[src/rtl/mnd_pkg.sv]
// Shared phase type and counter sizing helper for the domino NAND bank.
package mnd_pkg;

    typedef enum logic [1:0] {PH_IDLE, PH_PRE, PH_EVAL} phase_e;

    // Width of a counter that must hold 0..n-1 (at least one bit).
    function automatic int unsigned cnt_width(input int unsigned n);
        return (n <= 1) ? 1 : $clog2(n);
    endfunction

endpackage

[src/rtl/mnd_domino_bank_if.sv]
// Control/data bundle for mnd_domino_bank; slave modport is the bank side.
interface mnd_domino_bank_if #(
    parameter int unsigned CH = 4,
    parameter int unsigned W  = 3
);
    logic            start;
    logic            foot_en;
    logic [CH*W-1:0] a;
    logic            busy;
    logic [CH-1:0]   dyn;
    logic            done;
    logic [CH-1:0]   out;
    logic [CH-1:0]   mono_err;
    logic [CH-1:0]   leak_err;

    modport master (
        output start, foot_en, a,
        input  busy, dyn, done, out, mono_err, leak_err
    );

    modport slave (
        input  start, foot_en, a,
        output busy, dyn, done, out, mono_err, leak_err
    );
endinterface

[src/rtl/mnd_dyn_node.sv]
// One footed dynamic NAND node with monotonicity check.
// MND_KEEPER_EN defined: keeper holds the node, no leak counter is built.
module mnd_dyn_node
    import mnd_pkg::*;
#(
    parameter int unsigned W        = 3,
    parameter int unsigned LEAK_CYC = 8
) (
    input  logic         clk,
    input  logic         rst,
    input  phase_e       phase,
    input  logic         accept,
    input  logic         last_eval,
    input  logic [W-1:0] a,
    input  logic         foot_en,
    output logic         dyn,
    output logic         dyn_eval,
    output logic         mono_err,
    output logic         leak_err
);
    logic         dyn_q;
    logic [W-1:0] a_prev_q;
    logic         mono_q;
    logic         eval;
    logic         discharge;
    logic         fall;
    logic         leak_fire;

    assign eval      = (phase == PH_EVAL);
    assign discharge = eval && dyn_q && (&a) && foot_en;
    assign fall      = eval && ((a_prev_q & ~a) != '0);
    assign dyn_eval  = dyn_q && !discharge && !leak_fire;

`ifdef MND_KEEPER_EN
    assign leak_fire = 1'b0;
    assign leak_err  = 1'b0;
`else
    localparam int unsigned LW = $clog2(LEAK_CYC + 1);
    logic [LW-1:0] leak_cnt_q, leak_cnt_d;
    logic          leak_q;

    // Run length of undischarged EVAL cycles; any other phase restarts it.
    always_comb begin
        leak_cnt_d = '0;
        leak_fire  = 1'b0;
        if (eval && dyn_q && !discharge) begin
            leak_cnt_d = leak_cnt_q + 1'b1;
            leak_fire  = (leak_cnt_d == LW'(LEAK_CYC));
        end
    end

    always_ff @(posedge clk) begin
        if (rst) begin
            leak_cnt_q <= '0;
            leak_q     <= 1'b0;
        end else begin
            leak_cnt_q <= leak_fire ? '0 : leak_cnt_d;
            if (accept) begin
                leak_q <= 1'b0;
            end else if (leak_fire) begin
                leak_q <= 1'b1;
            end
        end
    end

    assign leak_err = leak_q;
`endif

    always_ff @(posedge clk) begin
        if (rst) begin
            dyn_q    <= 1'b1;
            a_prev_q <= '0;
            mono_q   <= 1'b0;
        end else begin
            // The node returns high as soon as evaluation ends.
            dyn_q    <= (eval && !last_eval) ? dyn_eval : 1'b1;
            a_prev_q <= a;
            if (accept) begin
                mono_q <= 1'b0;
            end else if (fall) begin
                mono_q <= 1'b1;
            end
        end
    end

    assign dyn      = dyn_q;
    assign mono_err = mono_q;
endmodule

[src/rtl/mnd_domino_bank.sv]
// Bank of CH footed dynamic NAND nodes sharing one precharge/evaluate controller.
// MND_KEEPER_EN selects the kept-node model (no leak decay, LEAK_ERR tied low).
module mnd_domino_bank
    import mnd_pkg::*;
#(
    parameter int unsigned CH       = 4,
    parameter int unsigned W        = 3,
    parameter int unsigned PRE_CYC  = 2,
    parameter int unsigned EVAL_CYC = 4,
    parameter int unsigned LEAK_CYC = 8
) (
    input  logic              ck,
    input  logic              rst,
    mnd_domino_bank_if.slave  bus
);
    localparam int unsigned CntW =
        cnt_width((PRE_CYC > EVAL_CYC) ? PRE_CYC : EVAL_CYC);

    phase_e          phase_q, phase_d;
    logic [CntW-1:0] cnt_q, cnt_d;
    logic            accept;
    logic            last_eval;
    logic            done_q;
    logic [CH-1:0]   out_q;
    logic [CH-1:0]   dyn;
    logic [CH-1:0]   dyn_eval;
    logic [CH-1:0]   mono_err;
    logic [CH-1:0]   leak_err;

    always_comb begin
        phase_d   = phase_q;
        cnt_d     = cnt_q;
        accept    = 1'b0;
        last_eval = 1'b0;
        unique case (phase_q)
            PH_IDLE: begin
                if (bus.start) begin
                    accept  = 1'b1;
                    phase_d = PH_PRE;
                    cnt_d   = '0;
                end
            end
            PH_PRE: begin
                if (cnt_q == CntW'(PRE_CYC - 1)) begin
                    phase_d = PH_EVAL;
                    cnt_d   = '0;
                end else begin
                    cnt_d = cnt_q + 1'b1;
                end
            end
            PH_EVAL: begin
                if (cnt_q == CntW'(EVAL_CYC - 1)) begin
                    last_eval = 1'b1;
                    phase_d   = PH_IDLE;
                    cnt_d     = '0;
                end else begin
                    cnt_d = cnt_q + 1'b1;
                end
            end
            default: begin
                phase_d = PH_IDLE;
                cnt_d   = '0;
            end
        endcase
    end

    always_ff @(posedge ck) begin
        if (rst) begin
            phase_q <= PH_IDLE;
            cnt_q   <= '0;
            done_q  <= 1'b0;
            out_q   <= '1;
        end else begin
            phase_q <= phase_d;
            cnt_q   <= cnt_d;
            done_q  <= last_eval;
            // Capture includes the discharge happening in the final EVAL cycle.
            if (last_eval) begin
                out_q <= dyn_eval;
            end
        end
    end

    for (genvar c = 0; c < CH; c++) begin : g_node
        mnd_dyn_node #(
            .W        (W),
            .LEAK_CYC (LEAK_CYC)
        ) u_node (
            .clk       (ck),
            .rst       (rst),
            .phase     (phase_q),
            .accept    (accept),
            .last_eval (last_eval),
            .a         (bus.a[c*W +: W]),
            .foot_en   (bus.foot_en),
            .dyn       (dyn[c]),
            .dyn_eval  (dyn_eval[c]),
            .mono_err  (mono_err[c]),
            .leak_err  (leak_err[c])
        );
    end

    assign bus.busy     = (phase_q != PH_IDLE);
    assign bus.done     = done_q;
    assign bus.out      = out_q;
    assign bus.dyn      = dyn;
    assign bus.mono_err = mono_err;
    assign bus.leak_err = leak_err;
endmodule

[src/flat_wrapper.sv]
// flat-port wrapper written by rule: the top's interface ports become plain ports
module mnd_domino_bank_flat import mnd_pkg::*;
#(
    parameter int unsigned CH       = 4,
    parameter int unsigned W        = 3,
    parameter int unsigned PRE_CYC  = 2,
    parameter int unsigned EVAL_CYC = 4,
    parameter int unsigned LEAK_CYC = 8
)
  (ck, rst, bus_start, bus_foot_en, bus_a, bus_busy, bus_dyn, bus_done, bus_out, bus_mono_err, bus_leak_err);
  mnd_domino_bank_if #(.CH(CH), .W(W)) bus_i ();
  input  logic ck;
  input  logic rst;
  input wire logic [$bits(bus_i.start)-1:0] bus_start;
  input wire logic [$bits(bus_i.foot_en)-1:0] bus_foot_en;
  input wire logic [$bits(bus_i.a)-1:0] bus_a;
  output wire logic [$bits(bus_i.busy)-1:0] bus_busy;
  output wire logic [$bits(bus_i.dyn)-1:0] bus_dyn;
  output wire logic [$bits(bus_i.done)-1:0] bus_done;
  output wire logic [$bits(bus_i.out)-1:0] bus_out;
  output wire logic [$bits(bus_i.mono_err)-1:0] bus_mono_err;
  output wire logic [$bits(bus_i.leak_err)-1:0] bus_leak_err;
  assign bus_i.start = bus_start;
  assign bus_i.foot_en = bus_foot_en;
  assign bus_i.a = bus_a;
  assign bus_busy = bus_i.busy;
  assign bus_dyn = bus_i.dyn;
  assign bus_done = bus_i.done;
  assign bus_out = bus_i.out;
  assign bus_mono_err = bus_i.mono_err;
  assign bus_leak_err = bus_i.leak_err;
  mnd_domino_bank #(.CH(CH), .W(W), .PRE_CYC(PRE_CYC), .EVAL_CYC(EVAL_CYC), .LEAK_CYC(LEAK_CYC)) u_core (.ck(ck), .rst(rst), .bus(bus_i));
endmodule
[config.mk]
export PLATFORM = sky130hd
export DESIGN_NAME = mnd_domino_bank_flat
export DESIGN_NICKNAME = d
export VERILOG_FILES = /design/src/rtl/mnd_pkg.sv /design/src/rtl/mnd_domino_bank_if.sv /design/src/rtl/mnd_dyn_node.sv /design/src/rtl/mnd_domino_bank.sv /design/src/flat_wrapper.sv
export SDC_FILE = /design/constraint.sdc
export NUM_CORES = 1
export LEC_CHECK = 0
export CORE_ASPECT_RATIO = 1.5
export CORE_UTILIZATION = 50
export CTS_CLUSTER_DIAMETER = 150
export DETAILED_ROUTE_END_ITERATION = 7
export GPL_ROUTABILITY_DRIVEN = 0
export PLACE_DENSITY = 0.84
export SLEW_MARGIN = 20
export SYNTH_ARGS = -nofsm -noshare
export SYNTH_HDL_FRONTEND = slang
export SYNTH_SLANG_ARGS = --single-unit
[constraint.sdc]
create_clock -name ck -period 2 [get_ports ck]
set_input_delay 0.4 -clock ck [delete_from_list [all_inputs] [get_ports ck]]
set_output_delay 0.4 -clock ck [all_outputs]
set_load 0.01 [all_outputs]
== Word-level counts from Yosys, hierarchy flattened ==
Index checks and enable logic that the tools add are counted.
Word-level totals
  flip-flop bits (word level): 49
  input port bits: 16
  output and inout bits: 18
Cells by class
  add/subtract/negate cells: 5
  equal/unequal tests: 11
  mux-type cells: 16
  bitwise gates (word level): 13
  reductions and logical operators: 55
Operator list (count)
  $logic_and 1x1->1: 29
  $add 4x1->4 const B: 4
  $eq 4x4->1 const B: 4
  $reduce_and 3->1: 5
  $and 3x3->3: 4
  $mux 2: 6
  $not 3->3: 4
  $pmux 2 s3: 2
  $reduce_bool 3->1: 4
  $reduce_or 3->1: 4
  $logic_not 1->1: 9
  $mux 1: 8
  $not 1->1: 5
  $eq 2x1->1 const B: 2
  $eq 2x2->1 const B: 2
  $ne 2x1->1 const B: 2
  $reduce_or 2->1: 2
  $add 2x1->2 const B: 1
  $logic_not 2->1: 1
  $ne 2x2->1 const B: 1
  $reduce_bool 2->1: 1

== Longest topological paths before layout ==
Gate-level depths: netlist of the first run.
  depth after elaboration: 9
  gate-level depth with buffers: 7
  depth with buffers taken out: 6

== Modules after synthesis ==
Synthesis of the first run repeated with hierarchy kept, for this count alone.
Unflattened totals
  cells, all modules: 235
  area total of the unflattened synthesis: 2284.7 um^2
Modules (own cells, without submodules)
  mnd_dyn_node: instances 4, cells each 45, area an instance 436.7 um^2, sequential area each 200.2 um^2
  mnd_domino_bank: instances 1, cells each 55, area an instance 538.0 um^2, sequential area each 180.2 um^2

== Worst setup path after synthesis of the first run ==
Ideal clock, no wire load.
  kind: register to register
  start point: register u_core.phase_q[0]
  end point: register u_core.phase_q[0]
  library setup time: 0.128 ns
  arrival time: 1.325 ns
  required time: 1.872 ns
  slack: 0.547 ns
  stages on the path, launching flop included: 7
  path buffers: 1
  cell sequence: dfxtp_1 > inv_1 > ha_1 > buf_6 > a221oi_2 > mux2i_1 > nor2_1
On the way
  word-level cells in the longest chain between the ends: 3
  elaborated cells on any way between the ends: 8
  those cells by class: 5 x eq/ne; 1 x mux; 2 x reduce/logical
RTL lines
  start, declared: RTL line mnd_domino_bank.sv:19  | phase_e phase_q, phase_d;
  start signal, assigned: RTL line mnd_domino_bank.sv:74  | phase_q <= phase_d;
  $eq 2x1->1, or another cell as far along: RTL line mnd_domino_bank.sv:35  | unique case (phase_q)
  $ne 2x1->1 (no line) or $ne 2x2->1 (tied branches)
  $reduce_and 3->1 (no line)
Several ways; a longest one is shown, not always the timed one.
A chain may end at the register's enable or synchronous reset.

== Final worst setup path of the first run ==
  start point: register u_core.phase_q[0]
  end point: output port bus_busy
On the way
  word-level cells in the longest chain between the ends: 1
RTL lines
  $reduce_bool 2->1: RTL line mnd_domino_bank.sv:103  | assign bus.busy = (phase_q != PH_IDLE);
  end, declared: RTL line flat_wrapper.sv:17  | output wire logic [$bits(bus_i.busy)-1:0] bus_busy;
Every way passes these cells.

==> impl_metrics.env, run 1 <==
export IMPL_fin_crit_sh=0.964
export IMPL_root_buffer="clkbuf_8"
export IMPL_dp_hpwl_um=3050
export IMPL_place_area_um2=2470
export IMPL_vias=1547
export IMPL_die_w_um=55.7
export IMPL_yosys_cell_count_top_type="dfxtp_1"
export IMPL_drc_errors=0
export IMPL_fin_setup_tns_ns=0
export IMPL_die_h_um=82.6
export IMPL_finClkSkew_ns=0.00825
export IMPL_grtUsageMet3=0.0498
export IMPL_slowest_stage="clkdlybuf4s50_1"
export IMPL_critPathKind="reg2out"
export IMPL_irDropWorstVdd_uv=580
export IMPL_synth_net_count=250
export IMPL_combPwrFrac=0.209
export IMPL_synth_area_leaders="dfxtp_1 45%, ha_1 8.7%, buf_4 4.2%"
export IMPL_final_core_util=0.633
export IMPL_syn_avg_cell_area_um2=9.88
export IMPL_nets=279
export IMPL_avgViaCountPerCell=5.30
export IMPL_synth_cell_types=42
export IMPL_cts_sinks=49
export IMPL_ant_nets=0
export IMPL_critPathLaunchType="register"
export IMPL_hold_ws_ns=0.461
export IMPL_drive_above_1_share=0.109
export IMPL_setup_viol=0
export IMPL_grt_max_degree=19
export IMPL_required_ns=1.60
export IMPL_syn_area_um2=2160
export IMPL_diodes=0
export IMPL_maxSlewViolCount=0
export IMPL_crit_chain="inv_1 > ha_2 > inv_1 > clkdlybuf4s50_1"
export IMPL_p_int_mw=1.46
export IMPL_initial_core_util=0.537
export IMPL_core_um2=4030
export IMPL_path_max_fanout=4
export IMPL_crit_arrival_ns=1.53
export IMPL_status="finished clean"
export IMPL_fin_crit_ns=1.93
export IMPL_p_leak_nw=0.979
export IMPL_synth_edf_count=0
export IMPL_firstDrtPassIters=4
export IMPL_worstHoldPathType="reg2reg"
export IMPL_antenna_found_initial=0
export IMPL_grt_ovfl_total=0
export IMPL_dp_cells=286
export IMPL_grt_usage=0.196
export IMPL_synth_top_area_share=0.453
export IMPL_clk_pin_slew_ns=0.08
export IMPL_ys_ff_latch=49
export IMPL_wl_per_cell_um=13.6
export IMPL_crit_top_cell="inv_1"
export IMPL_rows=28
export IMPL_rsz0062_at_grt="no"
export IMPL_path_buf_inv=3
export IMPL_grt_pass1_vias=1522
export IMPL_relSlewSlack=0.705
export IMPL_synth_seq_area_share=0.453
export IMPL_synthFlopType="dfxtp_1"
export IMPL_worst_slew_pin_slew_ns=0.443
export IMPL_stdcell_count=292
export IMPL_dieArea_um2=4600
export IMPL_fin_area_um2=2550
export IMPL_cts_made_buffers=5
export IMPL_grtUsageMet1=0.197
export IMPL_switching_share=0.272
export IMPL_power_density_nw_per_um2=787
export IMPL_grt_pass1_wl_um=6710
export IMPL_seq_power_share=0.526
export IMPL_clkPwrFrac=0.265
export IMPL_r2r_setup_slack_ns=0.28
export IMPL_drv_cap=0
export IMPL_hold_violations=0
export IMPL_path_delay_family="buffers and inverters"
export IMPL_h_tree_depth=2
export IMPL_ios=34
export IMPL_fmax_mhz=519
export IMPL_synth_common_cells="49 x dfxtp_1, 16 x inv_1, 15 x ha_1"
export IMPL_synth_async_reset_ratio=0
export IMPL_synthCells=219
export IMPL_top_usage_layer="met2"
export IMPL_area_delta_synth_final_pct=17.9
export IMPL_worst_path_largest_cell_delay_ns=0.52
export IMPL_yosysTopAreaCell="dfxtp_1"
export IMPL_clockBufferDepth=2
export IMPL_wirelength_um=3980
export IMPL_port_buffers=33
export IMPL_yosysWarnings=0
export IMPL_end_kind="primary output"
export IMPL_drt_iter0_drc=36
export IMPL_cts_hold_buf=0
export IMPL_cts_tree="built"
export IMPL_clk_latency_ns=0.30
export IMPL_met2_usage=0.372
export IMPL_p_sw_uw=546
worst register-to-register path, stage by stage (launching register included):
cell	delay, ns
dfxtp_1	0.33
inv_1	0.10
ha_1	0.41
nand2_2	0.18
o21ai_2	0.33
nor3_1	0.09
a22o_1	0.18
layer usage:
metal | part of all wire | vias to the layer above
met1 | 0.41 | 715
met4 | 0.024 | 0
met3 | 0.039 | 10
met2 | 0.52 | 33
met5 | 0 | -
li1 | - | 789
placed cells by master (no fill, tap or decap), types with 5 or more instances in the layout:
master	Yosys	final
dfxtp_1	49	48
clkdlybuf4s50_1	0	33
inv_1	16	16
ha_1	15	14
nor2_1	12	12
nor2b_1	12	12
nand2_1	11	11
a21oi_1	11	11
nand3_1	9	9
nor3_1	6	6
nand2b_1	5	5
o21ai_0	5	5
clkbuf_8	0	5
buf_4	12	5
state kept, by name (all words and copies together), names as in the netlist:
| name | flops |
|---|---|
| u_core.g_node.u_node.leak_cnt_q | 16 |
| u_core.g_node.u_node.a_prev_q | 12 |
| u_core.cnt_q | 2 |
| u_core.bus.done | 1 |
| u_core.g_node.u_node.leak_err | 4 |
| u_core.g_node.u_node.mono_err | 4 |
| u_core.bus.out | 4 |
| u_core.g_node.u_node.dyn | 4 |
| u_core.phase_q | 2 |
cell type report:
class / count / area [µm²]
clock buffers: 5 / 68.8
clock inverters: 1 / 5.00
fillers: 350 / 1480
inverters: 16 / 60.1
multi-input cells: 138 / 1010
flip-flops and latches: 49 / 982
well taps: 45 / 56.3
repair buffers: 38 / 368
path summary, 6_finish.rpt:
check,startpoint,end,cells past startpoint
worst max-delay path,u_core.phase_q[0],bus_busy,4
worst min-delay path,u_core.g_node[1].u_node.leak_err,u_core.g_node[1].u_node.leak_err,2
worst max register to register,u_core.phase_q[0],u_core.g_node[0].u_node.leak_err,6
worst min register to register,u_core.g_node[1].u_node.leak_err,u_core.g_node[1].u_node.leak_err,2
logic make-up (layout without fill, tap and decap cells):
group | Yosys count | after routing | share of synthesized area
simple gates | 76 | 76 | 0.205
flops | 49 | 49 | 0.453
compound gates | 37 | 37 | 0.133
buf+inv | 32 | 60 | 0.0804
fa+ha+maj | 15 | 15 | 0.0868
xor+xnor | 8 | 8 | 0.0324
mux | 2 | 2 | 0.00925
timing repair:
item | in CTS | in global routing
buffers inserted | 0 | 0
resized for setup | 0 | 2
hold endpoints to repair | 0 | 0
setup endpoints to repair | 0 | 1
metrics by stage:
stage,setup WS [ns],total power [mW]
floorplan,0.547,1.36
global placement,0.266,1.49
detailed placement,0.259,1.50
CTS,0.0142,2.03
global route,0.00817,2.12
finish,0.0723,2.01
power groups by stage:
stage | Combinational (mW) | Clock (mW) | Sequential, mW
2_1_floorplan | 0.290 | 0 | 1.07
3_3_place_gp | 0.412 | 0 | 1.08
3_5_place_dp | 0.420 | 0 | 1.08
4_1_cts | 0.421 | 0.551 | 1.06
5_1_grt | 0.468 | 0.592 | 1.06
6_report | 0.419 | 0.531 | 1.06
(Power assumes the default switching activity.)
==> run 2, diff against run 1 <==
Settings changed: CELL_PAD_IN_SITES_DETAIL_PLACEMENT set to 1, CELL_PAD_IN_SITES_GLOBAL_PLACEMENT set to 1, CORE_UTILIZATION 50 to 41, PLACE_DENSITY 0.84 to 0.88, SETUP_SLACK_MARGIN set to 0.15.
==> run 2 against run 1 <==
Count of clock-buffer cells in the layout is the same. Power grew 18%. Non-clock buffer count grew 1. Largest cell class unchanged. Critical endpoint is now u_core.cnt_q[0]. Hold slack gained 0.019 ns. Wire length grew 28%. Utilization shrank 12 points. Register-to-register slack lost 0.07 ns. Sequential share of layout area shrank 1.4 points. Critical path depth grew 2. Worst setup slack gained 0.14 ns. Global-route usage grew 0.18 points. Cell count grew 8.9%. Largest power group unchanged.
==> impl_metrics.env, run 2 (synthesized netlist as in run 1, its figures left out) <==
export IMPL_die_w_um=61.3
export IMPL_final_core_util=0.518
export IMPL_grt_usage=0.197
export IMPL_h_tree_depth=2
export IMPL_fin_setup_tns_ns=0
export IMPL_regMostFlops="u_core.g_node.u_node.leak_cnt_q"
export IMPL_fin_area_um2=2650
export IMPL_clk_pin_slew_ns=0.10
export IMPL_ant_nets=0
export IMPL_final_common_cell="dfxtp_1"
export IMPL_whs_path_depth=2
export IMPL_final_cell_mix="47 x dfxtp_1, 32 x clkdlybuf4s50_1, 16 x inv_1"
export IMPL_required_ns=2.24
export IMPL_top_regs="u_core.g_node.u_node.leak_cnt_q: 16 flops, u_core.g_node.u_node.a_prev_q: 12 flops"
export IMPL_grt_pass1_vias=1749
export IMPL_grt_ovfl_total=0
export IMPL_irDropWorstVdd_uv=330
export IMPL_grt_pass1_wl_um=8190
export IMPL_worst_slew_pin_slew_ns=0.401
export IMPL_worstRegToRegCells=6
export IMPL_drive_above_1_share=0.128
export IMPL_dp_hpwl_um=3500
export IMPL_wl_per_cell_um=16.0
export IMPL_cts_tree="built"
export IMPL_nets=280
export IMPL_drt_iter0_drc=58
export IMPL_avgViaCountPerCell=5.16
export IMPL_crit_cells=6
export IMPL_grt_max_degree=24
export IMPL_rsz0062_at_grt="no"
export IMPL_diodes=0
export IMPL_path_max_fanout=10
export IMPL_dp_cells=310
export IMPL_rows=32
export IMPL_clockBufferDepth=2
export IMPL_crit_arrival_ns=2.03
export IMPL_vias=1640
export IMPL_dieArea_um2=5580
export IMPL_drv_cap=0
export IMPL_path_buf_inv=2
export IMPL_fin_crit_sh=0.895
export IMPL_relSlewSlack=0.733
export IMPL_p_leak_nw=1.02
export IMPL_antenna_found_initial=0
export IMPL_cts_hold_buf=0
export IMPL_clk_latency_ns=0.30
export IMPL_status="finished clean"
export IMPL_port_buffers=33
export IMPL_initial_core_util=0.422
export IMPL_area_delta_synth_final_pct=22.7
export IMPL_cts_made_buffers=5
export IMPL_die_h_um=91.0
export IMPL_nFillCells=607
export IMPL_firstDrtPassIters=4
export IMPL_ios=34
export IMPL_place_area_um2=2510
export IMPL_setup_viol=0
export IMPL_root_buffer="clkbuf_8"
export IMPL_worstHoldPathType="reg2reg"
export IMPL_fmax_mhz=559
export IMPL_stdcell_count=318
export IMPL_fin_crit_ns=1.79
export IMPL_core_um2=5120
export IMPL_power_density_nw_per_um2=894
export IMPL_cts_sinks=49
export IMPL_worst_path_largest_cell_delay_ns=0.48
export IMPL_largest_reg_flops=16
export IMPL_drc_errors=0
export IMPL_critPathLaunchType="register"
export IMPL_slowest_stage="or4b_1"
export IMPL_hold_violations=0
export IMPL_finClkSkew_ns=0.0152
export IMPL_crit_chain="inv_1 > ha_1 > buf_4 > a22oi_1 > or4b_1 > a21oi_1"
export IMPL_end_kind="register"
export IMPL_critPathKind="reg2reg"
export IMPL_wirelength_um=5100
export IMPL_path_delay_family="simple AND/OR/NAND/NOR gates"
export IMPL_maxSlewViolCount=0
run 2: cell count changes in the layout (fill, tap and decap cells not counted), sizes merged:
cell,change
buf,+1
clkdlybuf4s50,-1
bufinv,+2
clkinv,-1
inv,+1
dlygate4sd2,+1
run 2: path summary, 6_finish.rpt:
kind                                     from                                to  slack (ns)
max                         u_core.phase_q[0]                   u_core.cnt_q[0]        0.21
min          u_core.g_node[2].u_node.mono_err  u_core.g_node[2].u_node.mono_err        0.48
max reg2reg                 u_core.phase_q[0]                   u_core.cnt_q[0]        0.21
min reg2reg  u_core.g_node[2].u_node.mono_err  u_core.g_node[2].u_node.mono_err        0.48
run 2: layout make-up:
cell class / count / area (µm²) / share of cell area
clock inverter: 3 / 68.8 / 0.0259
tap: 68 / 85.1 / 0.0321
timing repair buffer: 39 / 374 / 0.141
multi-input combinational: 138 / 1010 / 0.382
sequential: 49 / 983 / 0.371
inverter: 16 / 60.1 / 0.0226
clock buffer: 5 / 68.8 / 0.0259
run 2: worst min-delay path, delay by kind of cell (launching register included):
family             cells  cell delay (ns)
and+or+nand+nor        1             0.07
DFF                    1             0.34
AOI/OAI and AO/OA      1             0.04
run 2: routing by layer:
metal / vias to the layer above / track usage / wire, µm
met1: 810 / 0.223 / 2130
met4: 0 / 0.0625 / 76
met5: - / 0 / 0
met2: 29 / 0.358 / 2770
met3: 7 / 0.0313 / 126
li1: 794 / - / -
run 2: timing repair:
action                                  4_1_cts  5_1_grt
setup buffers                                 0        0
hold endpoints to repair                      0        0
resized for setup                             4        1
endpoints found under the setup margin        1        1
run 2: report_power, final:
part | leakage (nW) | internal (mW) | switching [mW]
logic | 0.550 | 0.208 | 0.250
clock network | 0.0687 | 0.504 | 0.348
registers | 0.400 | 1.03 | 0.0370
run 2: through the flow:
stage          worst slack, ns  hold WS [ns]  power (mW)
4_1_cts                  0.201         0.481        2.38
3_3_place_gp             0.250         0.451        1.50
6_report                 0.211         0.479        2.37
5_1_grt                  0.151         0.521        2.46
2_1_floorplan            0.547         0.436        1.36
3_5_place_dp             0.235         0.458        1.52
